===== src/rtl/store_lane_writer_if.sv =====
// Store port bundle: CPU-side request/response plus the 32-bit memory write channel.
// The slave modport is the writer's view; the master modport is the CPU/memory side.
interface store_lane_writer_if;
    logic        req;
    logic [1:0]  size;
    logic [31:0] addr;
    logic [31:0] wdata;
    logic        stall;
    logic        done;
    logic        err;
    logic        mem_valid;
    logic [31:0] mem_addr;
    logic [31:0] mem_data;
    logic [3:0]  mem_be;
    logic        mem_ready;

    modport slave (
        input  req, size, addr, wdata, mem_ready,
        output stall, done, err, mem_valid, mem_addr, mem_data, mem_be
    );

    modport master (
        output req, size, addr, wdata, mem_ready,
        input  stall, done, err, mem_valid, mem_addr, mem_data, mem_be
    );
endinterface


===== src/rtl/store_lane_writer.sv =====
// Store write unit: checks SB/SH/SW alignment, steers data onto byte lanes with
// byte enables, and runs a valid/ready write toward memory with a bounded wait.
module store_lane_writer #(
    parameter int TIMEOUT = 16
) (
    input  logic                 i_clk,
    input  logic                 i_rst,
    store_lane_writer_if.slave   bus
);
    localparam int CW = $clog2(TIMEOUT);

    typedef enum logic [1:0] {S_IDLE, S_BUSY, S_RESP} state_t;

    state_t      r_state, w_state_nxt;
    logic [CW-1:0] r_cnt, w_cnt_nxt;
    logic        r_mem_valid, w_mem_valid_nxt;
    logic [31:0] r_mem_addr, w_mem_addr_nxt;
    logic [31:0] r_mem_data, w_mem_data_nxt;
    logic [3:0]  r_mem_be, w_mem_be_nxt;
    logic        r_done, w_done_nxt;
    logic        r_err, w_err_nxt;

    logic        w_legal;
    logic [3:0]  w_be;
    logic [31:0] w_data;

    always_comb begin
        w_legal = 1'b0;
        w_be    = 4'b0000;
        w_data  = bus.wdata;
        case (bus.size)
            2'b00: begin
                w_legal = 1'b1;
                w_be    = 4'b0001 << bus.addr[1:0];
                w_data  = {4{bus.wdata[7:0]}};
            end
            2'b01: begin
                w_legal = ~bus.addr[0];
                w_be    = bus.addr[1] ? 4'b1100 : 4'b0011;
                w_data  = {2{bus.wdata[15:0]}};
            end
            2'b10: begin
                w_legal = (bus.addr[1:0] == 2'b00);
                w_be    = 4'b1111;
                w_data  = bus.wdata;
            end
            default: w_legal = 1'b0;
        endcase
    end

    always_comb begin
        w_state_nxt     = r_state;
        w_cnt_nxt       = r_cnt;
        w_mem_valid_nxt = r_mem_valid;
        w_mem_addr_nxt  = r_mem_addr;
        w_mem_data_nxt  = r_mem_data;
        w_mem_be_nxt    = r_mem_be;
        w_done_nxt      = 1'b0;
        w_err_nxt       = 1'b0;
        case (r_state)
            S_IDLE: begin
                if (bus.req) begin
                    if (w_legal) begin
                        w_state_nxt     = S_BUSY;
                        w_mem_valid_nxt = 1'b1;
                        w_mem_addr_nxt  = {bus.addr[31:2], 2'b00};
                        w_mem_data_nxt  = w_data;
                        w_mem_be_nxt    = w_be;
                        w_cnt_nxt       = '0;
                    end else begin
                        w_state_nxt = S_RESP;
                        w_done_nxt  = 1'b1;
                        w_err_nxt   = 1'b1;
                    end
                end
            end
            S_BUSY: begin
                // Ready is tested first so an acceptance in the last wait cycle still succeeds.
                if (bus.mem_ready) begin
                    w_state_nxt     = S_RESP;
                    w_mem_valid_nxt = 1'b0;
                    w_mem_be_nxt    = 4'b0000;
                    w_done_nxt      = 1'b1;
                end else if (r_cnt == CW'(TIMEOUT - 1)) begin
                    w_state_nxt     = S_RESP;
                    w_mem_valid_nxt = 1'b0;
                    w_mem_be_nxt    = 4'b0000;
                    w_done_nxt      = 1'b1;
                    w_err_nxt       = 1'b1;
                end else begin
                    w_cnt_nxt = r_cnt + 1'b1;
                end
            end
            // REQ in RESP still belongs to the retiring store, so it is not sampled.
            S_RESP:  w_state_nxt = S_IDLE;
            default: w_state_nxt = S_IDLE;
        endcase
    end

    always_ff @(posedge i_clk or posedge i_rst) begin
        if (i_rst) begin
            r_state     <= S_IDLE;
            r_cnt       <= '0;
            r_mem_valid <= 1'b0;
            r_mem_addr  <= '0;
            r_mem_data  <= '0;
            r_mem_be    <= '0;
            r_done      <= 1'b0;
            r_err       <= 1'b0;
        end else begin
            r_state     <= w_state_nxt;
            r_cnt       <= w_cnt_nxt;
            r_mem_valid <= w_mem_valid_nxt;
            r_mem_addr  <= w_mem_addr_nxt;
            r_mem_data  <= w_mem_data_nxt;
            r_mem_be    <= w_mem_be_nxt;
            r_done      <= w_done_nxt;
            r_err       <= w_err_nxt;
        end
    end

    assign bus.stall     = ((r_state == S_IDLE) && bus.req) || (r_state == S_BUSY);
    assign bus.done      = r_done;
    assign bus.err       = r_err;
    assign bus.mem_valid = r_mem_valid;
    assign bus.mem_addr  = r_mem_addr;
    assign bus.mem_data  = r_mem_data;
    assign bus.mem_be    = r_mem_be;
endmodule


===== src/flat_wrapper.sv =====
// flat-port wrapper written by rule: the top's interface ports become plain ports
module store_lane_writer_flat 
#(
    parameter int TIMEOUT = 16
)
  (i_clk, i_rst, bus_req, bus_size, bus_addr, bus_wdata, bus_mem_ready, bus_stall, bus_done, bus_err, bus_mem_valid, bus_mem_addr, bus_mem_data, bus_mem_be);
  store_lane_writer_if bus_i ();
  input  logic i_clk;
  input  logic i_rst;
  input wire logic [$bits(bus_i.req)-1:0] bus_req;
  input wire logic [$bits(bus_i.size)-1:0] bus_size;
  input wire logic [$bits(bus_i.addr)-1:0] bus_addr;
  input wire logic [$bits(bus_i.wdata)-1:0] bus_wdata;
  input wire logic [$bits(bus_i.mem_ready)-1:0] bus_mem_ready;
  output wire logic [$bits(bus_i.stall)-1:0] bus_stall;
  output wire logic [$bits(bus_i.done)-1:0] bus_done;
  output wire logic [$bits(bus_i.err)-1:0] bus_err;
  output wire logic [$bits(bus_i.mem_valid)-1:0] bus_mem_valid;
  output wire logic [$bits(bus_i.mem_addr)-1:0] bus_mem_addr;
  output wire logic [$bits(bus_i.mem_data)-1:0] bus_mem_data;
  output wire logic [$bits(bus_i.mem_be)-1:0] bus_mem_be;
  assign bus_i.req = bus_req;
  assign bus_i.size = bus_size;
  assign bus_i.addr = bus_addr;
  assign bus_i.wdata = bus_wdata;
  assign bus_i.mem_ready = bus_mem_ready;
  assign bus_stall = bus_i.stall;
  assign bus_done = bus_i.done;
  assign bus_err = bus_i.err;
  assign bus_mem_valid = bus_i.mem_valid;
  assign bus_mem_addr = bus_i.mem_addr;
  assign bus_mem_data = bus_i.mem_data;
  assign bus_mem_be = bus_i.mem_be;
  store_lane_writer #(.TIMEOUT(TIMEOUT)) u_core (.i_clk(i_clk), .i_rst(i_rst), .bus(bus_i));
endmodule

===== config.mk =====
export PLATFORM = sky130hd
export DESIGN_NAME = store_lane_writer_flat
export DESIGN_NICKNAME = d
export VERILOG_FILES = /design/src/rtl/store_lane_writer_if.sv /design/src/rtl/store_lane_writer.sv /design/src/flat_wrapper.sv
export SDC_FILE = /design/constraint.sdc
export NUM_CORES = 1
export LEC_CHECK = 0
export ABC_AREA = 1
export CORE_ASPECT_RATIO = 1.4
export CORE_UTILIZATION = 38
export CTS_CLUSTER_DIAMETER = 80
export DETAILED_ROUTE_END_ITERATION = 12
export PLACE_DENSITY = 0.72
export SLEW_MARGIN = 20
export SYNTH_ARGS = -nofsm -noshare
export SYNTH_HDL_FRONTEND = slang
export SYNTH_SLANG_ARGS = --single-unit

===== constraint.sdc =====
create_clock -name i_clk -period 2.3 [get_ports i_clk]
set_input_delay 0.46 -clock i_clk [delete_from_list [all_inputs] [get_ports i_clk]]
set_output_delay 0.46 -clock i_clk [all_outputs]
set_load 0.1 [all_outputs]

==> impl_metrics.csv, run 1 <==
group,metric,value,unit
status,status,"finished, final reports clean",
routing,dr.pass1.iters,4,
grt,antenna_found_initial,0,
synthesis,synth-edff-count,0,
pwr,p_leak,0.00267,µW
synthesis,synth-seq-cells,75,
grt,grt_use_met3,0.0504,
routing,avgViaCountPerCell,4.65,
routing,ant_nets,0,
critical_path,path_delay_family,"flip-flops",
pwr,p_per_area,1610,nW/µm²
final_layout,drive_gt1_frac,0.183,
routing,detail_route.wl_per_cell,12.9,µm
routing,first_iter_violations,158,
final_layout,areaGrowthSynthToFinish,50.3,%
timing,hold_slack,0.478,ns
critical_path,crit_path_cell_trace,"nor2_1 > inv_1 > nand2_1 > buf_12",
critical_path,path_max_fanout,4,
flow_run,cap_violations,0,
critical_path,crit_path_end_kind,"primary output",
clock_network,path_clk_slew,0.06,ns
final_layout,nets,629,
timing,rsz0062_at_grt,"no",
grt,busiest_layer,"met2",
synthesis,syn_area,3320,µm²
critical_path,max_stage_delay,0.37,ns
clock_network,cts_resized,0,
final_layout,area.sequential,1880,µm²
synthesis,yosys-top-cells-area,"dfrtp_1, nand2_1, o21ai_0, inv_1, nand3_1",
clock_network,clock_latency,0.33,ns
final_layout,final_cell_mix,"nand2_1, buf_4, dfrtp_1",
critical_path,startpoint_type,"register",
clock_network,cts_tree,"done",
synthesis,ys.flop_type,"dfrtp_1",
critical_path,cp.arrival,1.35,ns
grt,use_met1,0.249,
floorplan,fp.dieH,113,µm
synthesis,async_flop_share,1.00,
timing,fin_ws,0.493,ns
place,port_buffers,139,
critical_path,cp_num_buf_inv,2,
clock_network,cts_hold_buf,0,
timing,period_share,0.786,
clock_network,clock-root-buffer,"clkbuf_16",
clock_network,ctsLongestPathBuffers,2,
timing,period_minus_slack,1.81,ns
grt,groute.usage.overall,0.199,
timing,fin_skew,0.00549,ns
clock_network,clock_sinks,75,
floorplan,dieArea,9110,µm²
grt,overflow,0,
pwr,total_power,8020,µW
place,gp_congestion,0.971,
clock_network,cts_htree_levels,3,
timing,final_max_slew_viol_count,0,
synthesis,yosysTopAreaCell,"dfrtp_1",
clock_network,post-cts-setup-buffer-count,0,
grt,grt_max_degree,76,
synthesis,ys_types,24,
final_layout,multiInputGateArea,1250,µm²
clock_network,cts_buffers,9,
critical_path,cp_slowest_cell,"dfrtp_1",
floorplan,num_rows,40,
final_layout,utilization,0.586,
floorplan,ios,142,
timing,clock.fmax,553,MHz
critical_path,crit_type,"register to primary output",
synthesis,netlist_instances,418,
final_layout,diodes,0,
synthesis,synth.avg_cell_area,7.94,µm²
pwr,peakVddDrop,1.00,mV
routing,drc,0,
min_path,hold_path.class,"register to register",
place,dp_slack,0.235,ns
place,hpwlAfterDp,6160,µm
timing,setup_tns,0,ns
synthesis,yosysSeqAreaShare,0.566,
routing,vias,3106,
synthesis,yosys_warnings,0,
final_layout,fill_cells,782,
grt,grt_pass1_vias,2848,
floorplan,fp.dieW,81.0,µm
routing,wl,8590,µm
grt,met2_usage,0.319,
floorplan,core_area,8510,µm²
timing,hold_violations,0,
floorplan,start_util,0.390,
synthesis,synth_top_area_frac,0.566,
timing,setup_violations,0,
grt,grt_pass1_wl,13600,µm
critical_path,critPathRequiredTime,1.84,ns
final_layout,final_common_cell,"nand2_1",
synthesized netlist by cell type (all sizes together) (3+ instances only):
library cell,count
or2,3
nor2,7
inv,20
o21ai,35
nand3,12
a21oi,3
clkbuf,8
nand2,236
dfrtp,75
buf,12
metrics by stage:
stage	cell area [µm²]	cells
floorplan	3320	419
global placement	4660	652
detailed placement	4660	652
CTS	4980	668
global route	4980	668
finish	4980	668
tightest hold or removal path: stages (launching register included):
cell and delay (ns):
dfrtp_1 0.34, nand2_1 0.05, nand2_1 0.05
sequential cells by signal (all words and copies together), names as in the netlist:
| signal | cells |
|---|---|
| u_core.bus.done | 1 |
| u_core.bus.mem_valid | 1 |
| u_core.r_cnt | 4 |
| u_core.bus.mem_data | 32 |
| u_core.r_state | 2 |
| u_core.bus.mem_be | 4 |
| u_core.bus.mem_addr | 30 |
| u_core.bus.err | 1 |
path summary, 6_finish.rpt:
path                                   startpoint  slack [ns]                       to  depth (start not counted)
setup / recovery                u_core.r_state[1]        0.49                bus_stall                          4
hold / removal             u_core.bus.mem_addr[9]        0.48   u_core.bus.mem_addr[9]                          2
setup reg to reg                u_core.r_state[1]        0.83  u_core.bus.mem_data[27]                          7
hold reg to reg            u_core.bus.mem_addr[9]        0.48   u_core.bus.mem_addr[9]                          2
max in group asynchronous                   i_rst        1.40     u_core.bus.mem_be[0]                          3
min in group asynchronous                   i_rst        0.56     u_core.bus.mem_valid                          3
cell type report:
| type | count | share of cell area |
|---|---|---|
| multi-input cells | 304 | 0.251 |
| clock inverters | 5 | 0.0151 |
| repair buffers | 148 | 0.265 |
| flip-flops and latches | 75 | 0.377 |
| well taps | 105 | 0.0264 |
| inverters | 20 | 0.0158 |
| clock buffers | 11 | 0.0507 |
where the power goes:
group	switching [µW]	internal (µW)
clock	518	1000
combinational	3660	860
sequential	243	1740
routing by layer:
| layer | vias to the layer above | share of wire |
|---|---|---|
| met2 | 120 | 0.48 |
| met4 | 0 | 0.022 |
| met1 | 1407 | 0.43 |
| li1 | 1567 | - |
| met3 | 12 | 0.062 |
| met5 | - | 0 |
cells by family after synthesis:
kind of cell             Yosys count  share of synthesized area
adder cells (fa/ha/maj)            1                    0.00377
buffers and inverters             40                     0.0588
flip-flops                        75                      0.566
other                              1                    0.00113
AND/OR/NAND/NOR                  260                      0.305
AO/OA/AOI/OAI                     40                     0.0626
XOR/XNOR                           1                    0.00264
No activity file was read; power rests on OpenSTA's default activity.
==> inputs of run 2 (changes only) <==
--- a/config.mk
+++ b/config.mk
@@ -7,7 +7,7 @@
 export LEC_CHECK = 0
 export ABC_AREA = 1
 export CORE_ASPECT_RATIO = 1.4
-export CORE_UTILIZATION = 38
+export CORE_UTILIZATION = 40
 export CTS_CLUSTER_DIAMETER = 80
 export DETAILED_ROUTE_END_ITERATION = 12
 export PLACE_DENSITY = 0.72
==> constraint.sdc (replaced) <==
create_clock -name i_clk -period 1.85 [get_ports i_clk]
set_input_delay 0.37 -clock i_clk [delete_from_list [all_inputs] [get_ports i_clk]]
set_output_delay 0.37 -clock i_clk [all_outputs]
set_load 0.1 [all_outputs]
==> run 2 against run 1 <==
Clock-buffer cell count grew 5. Clock skew hardly changed. Worst hold slack gained 0.015 ns. Critical endpoint unchanged. Largest cell class is now buffers.
==> impl_metrics.csv, run 2 (same netlist as run 1, synthesis figures left out) <==
group,metric,value,unit
place,gp_congestion,0.805,
pwr,p_leak,0.00290,µW
timing,clock.fmax,573,MHz
critical_path,crit_path_end_kind,"primary output",
final_layout,final_common_cell,"nand2_1",
clock_network,path_clk_slew,0.07,ns
critical_path,startpoint_type,"register",
routing,detail_route.wl_per_cell,13.5,µm
routing,dr.pass1.iters,4,
final_layout,nets,629,
clock_network,clock_sinks,75,
timing,period_share,0.943,
timing,hold_violations,0,
routing,first_iter_violations,208,
final_layout,drive_gt1_frac,0.181,
pwr,p_per_area,1890,nW/µm²
timing,setup_violations,0,
clock_network,cts_tree,"done",
routing,wl,8980,µm
min_path,hold_path.class,"input port to async pin",
floorplan,fp.dieW,79.0,µm
grt,overflow,0,
floorplan,ios,142,
clock_network,cts_htree_levels,3,
grt,grt_pass1_wl,14400,µm
grt,grt_pass1_vias,3099,
floorplan,fp.dieH,110,µm
routing,ant_nets,0,
grt,antenna_found_initial,0,
final_layout,final_cell_mix,"nand2_1, buf_12, dfrtp_1",
clock_network,cts_hold_buf,0,
clock_network,cts_resized,0,
flow_run,cap_violations,0,
timing,final_max_slew_viol_count,0,
critical_path,path_max_fanout,4,
clock_network,cts_buffers,9,
critical_path,cp.arrival,1.37,ns
final_layout,areaGrowthSynthToFinish,74.1,%
clock_network,post-cts-setup-buffer-count,0,
floorplan,num_rows,38,
clock_network,clock-root-buffer,"clkbuf_8",
timing,period_minus_slack,1.74,ns
grt,grt_max_degree,76,
status,status,"finished, final reports clean",
place,hpwlAfterDp,6700,µm
critical_path,crit_type,"register to primary output",
timing,rsz0062_at_grt,"no",
critical_path,critPathRequiredTime,1.48,ns
timing,fin_ws,0.106,ns
floorplan,core_area,7890,µm²
final_layout,largest_reg_flops,32,
place,dp_slack,-0.0137,ns
place,port_buffers,139,
final_layout,utilization,0.732,
grt,groute.usage.overall,0.218,
pwr,peakVddDrop,1.22,mV
timing,fin_skew,0.00544,ns
floorplan,dieArea,8670,µm²
clock_network,clock_latency,0.34,ns
clock_network,ctsLongestPathBuffers,2,
routing,drc,0,
floorplan,start_util,0.420,
routing,vias,3163,
routing,avgViaCountPerCell,4.77,
final_layout,diodes,0,
-- run 2: changes by cell type in the layout (fill, tap and decap cells not counted), sizes merged --
cell / change
clkinv: -3
clkbuf: +5
bufinv: -2
-- run 2: worst paths after layout --
path / start / end / slack (ns) / depth (start not counted)
max in group asynchronous: i_rst / u_core.bus.mem_data[29] / 1.05 / 3
hold / removal: i_rst / u_core.bus.mem_data[0] / 0.49 / 3
min in group i_clk: u_core.bus.mem_be[1] / u_core.bus.mem_be[1] / 0.54 / 2
setup reg to reg: u_core.r_cnt[0] / u_core.r_cnt[0] / 0.40 / 5
hold reg to reg: u_core.bus.mem_be[1] / u_core.bus.mem_be[1] / 0.54 / 2
setup / recovery: u_core.r_state[1] / bus_stall / 0.11 / 4
-- run 2: final cells by class --
class,instances,area (µm²)
Inverter,20,78.8
Clock buffer,16,210
Fill cell,567,2120
Timing Repair Buffer,148,2230
Sequential cell,75,1880
Tap cell,100,125
Multi-Input combinational cell,304,1250
-- run 2: critical path: stages (launching register included) --
cell	delay (ns)
dfrtp_1	0.38
nor2_1	0.23
inv_1	0.13
nand2_1	0.12
buf_12	0.18
-- run 2: metal layers --
layer,vias to the layer above,routed length [µm],GRT usage
met5,-,0,0
met4,0,208,0.0948
met3,19,579,0.0432
met2,133,4710,0.388
met1,1450,3490,0.254
li1,1561,-,-
-- run 2: report_power, final --
group	internal [µW]	total, µW	switching (µW)
sequential	2160	2750	583
combinational	2360	6920	4560
clock	709	1250	542
-- run 2: stage by stage --
step | instance area, µm² | power (µW) | hold WS, ns | TNS (ns) | cells
2_1_floorplan | 3320 | 6830 | 0.480 | 0 | 419
3_3_place_gp | 5560 | 9650 | 0.520 | 0 | 647
3_5_place_dp | 5560 | 9730 | 0.528 | -0.0150 | 647
4_1_cts | 5770 | 11000 | 0.504 | 0 | 663
5_1_grt | 5770 | 11300 | 0.528 | 0 | 663
6_report | 5770 | 10900 | 0.493 | 0 | 663
==> inputs of run 3 (changes only) <==
--- a/config.mk
+++ b/config.mk
@@ -10,6 +10,7 @@
 export CORE_UTILIZATION = 40
 export CTS_CLUSTER_DIAMETER = 80
 export DETAILED_ROUTE_END_ITERATION = 12
+export GPL_ROUTABILITY_DRIVEN = 0
 export PLACE_DENSITY = 0.72
 export SLEW_MARGIN = 20
 export SYNTH_ARGS = -nofsm -noshare
==> results of run 3 <==
Same layout as run 2: the final DEF is identical, and so are final timing and power.
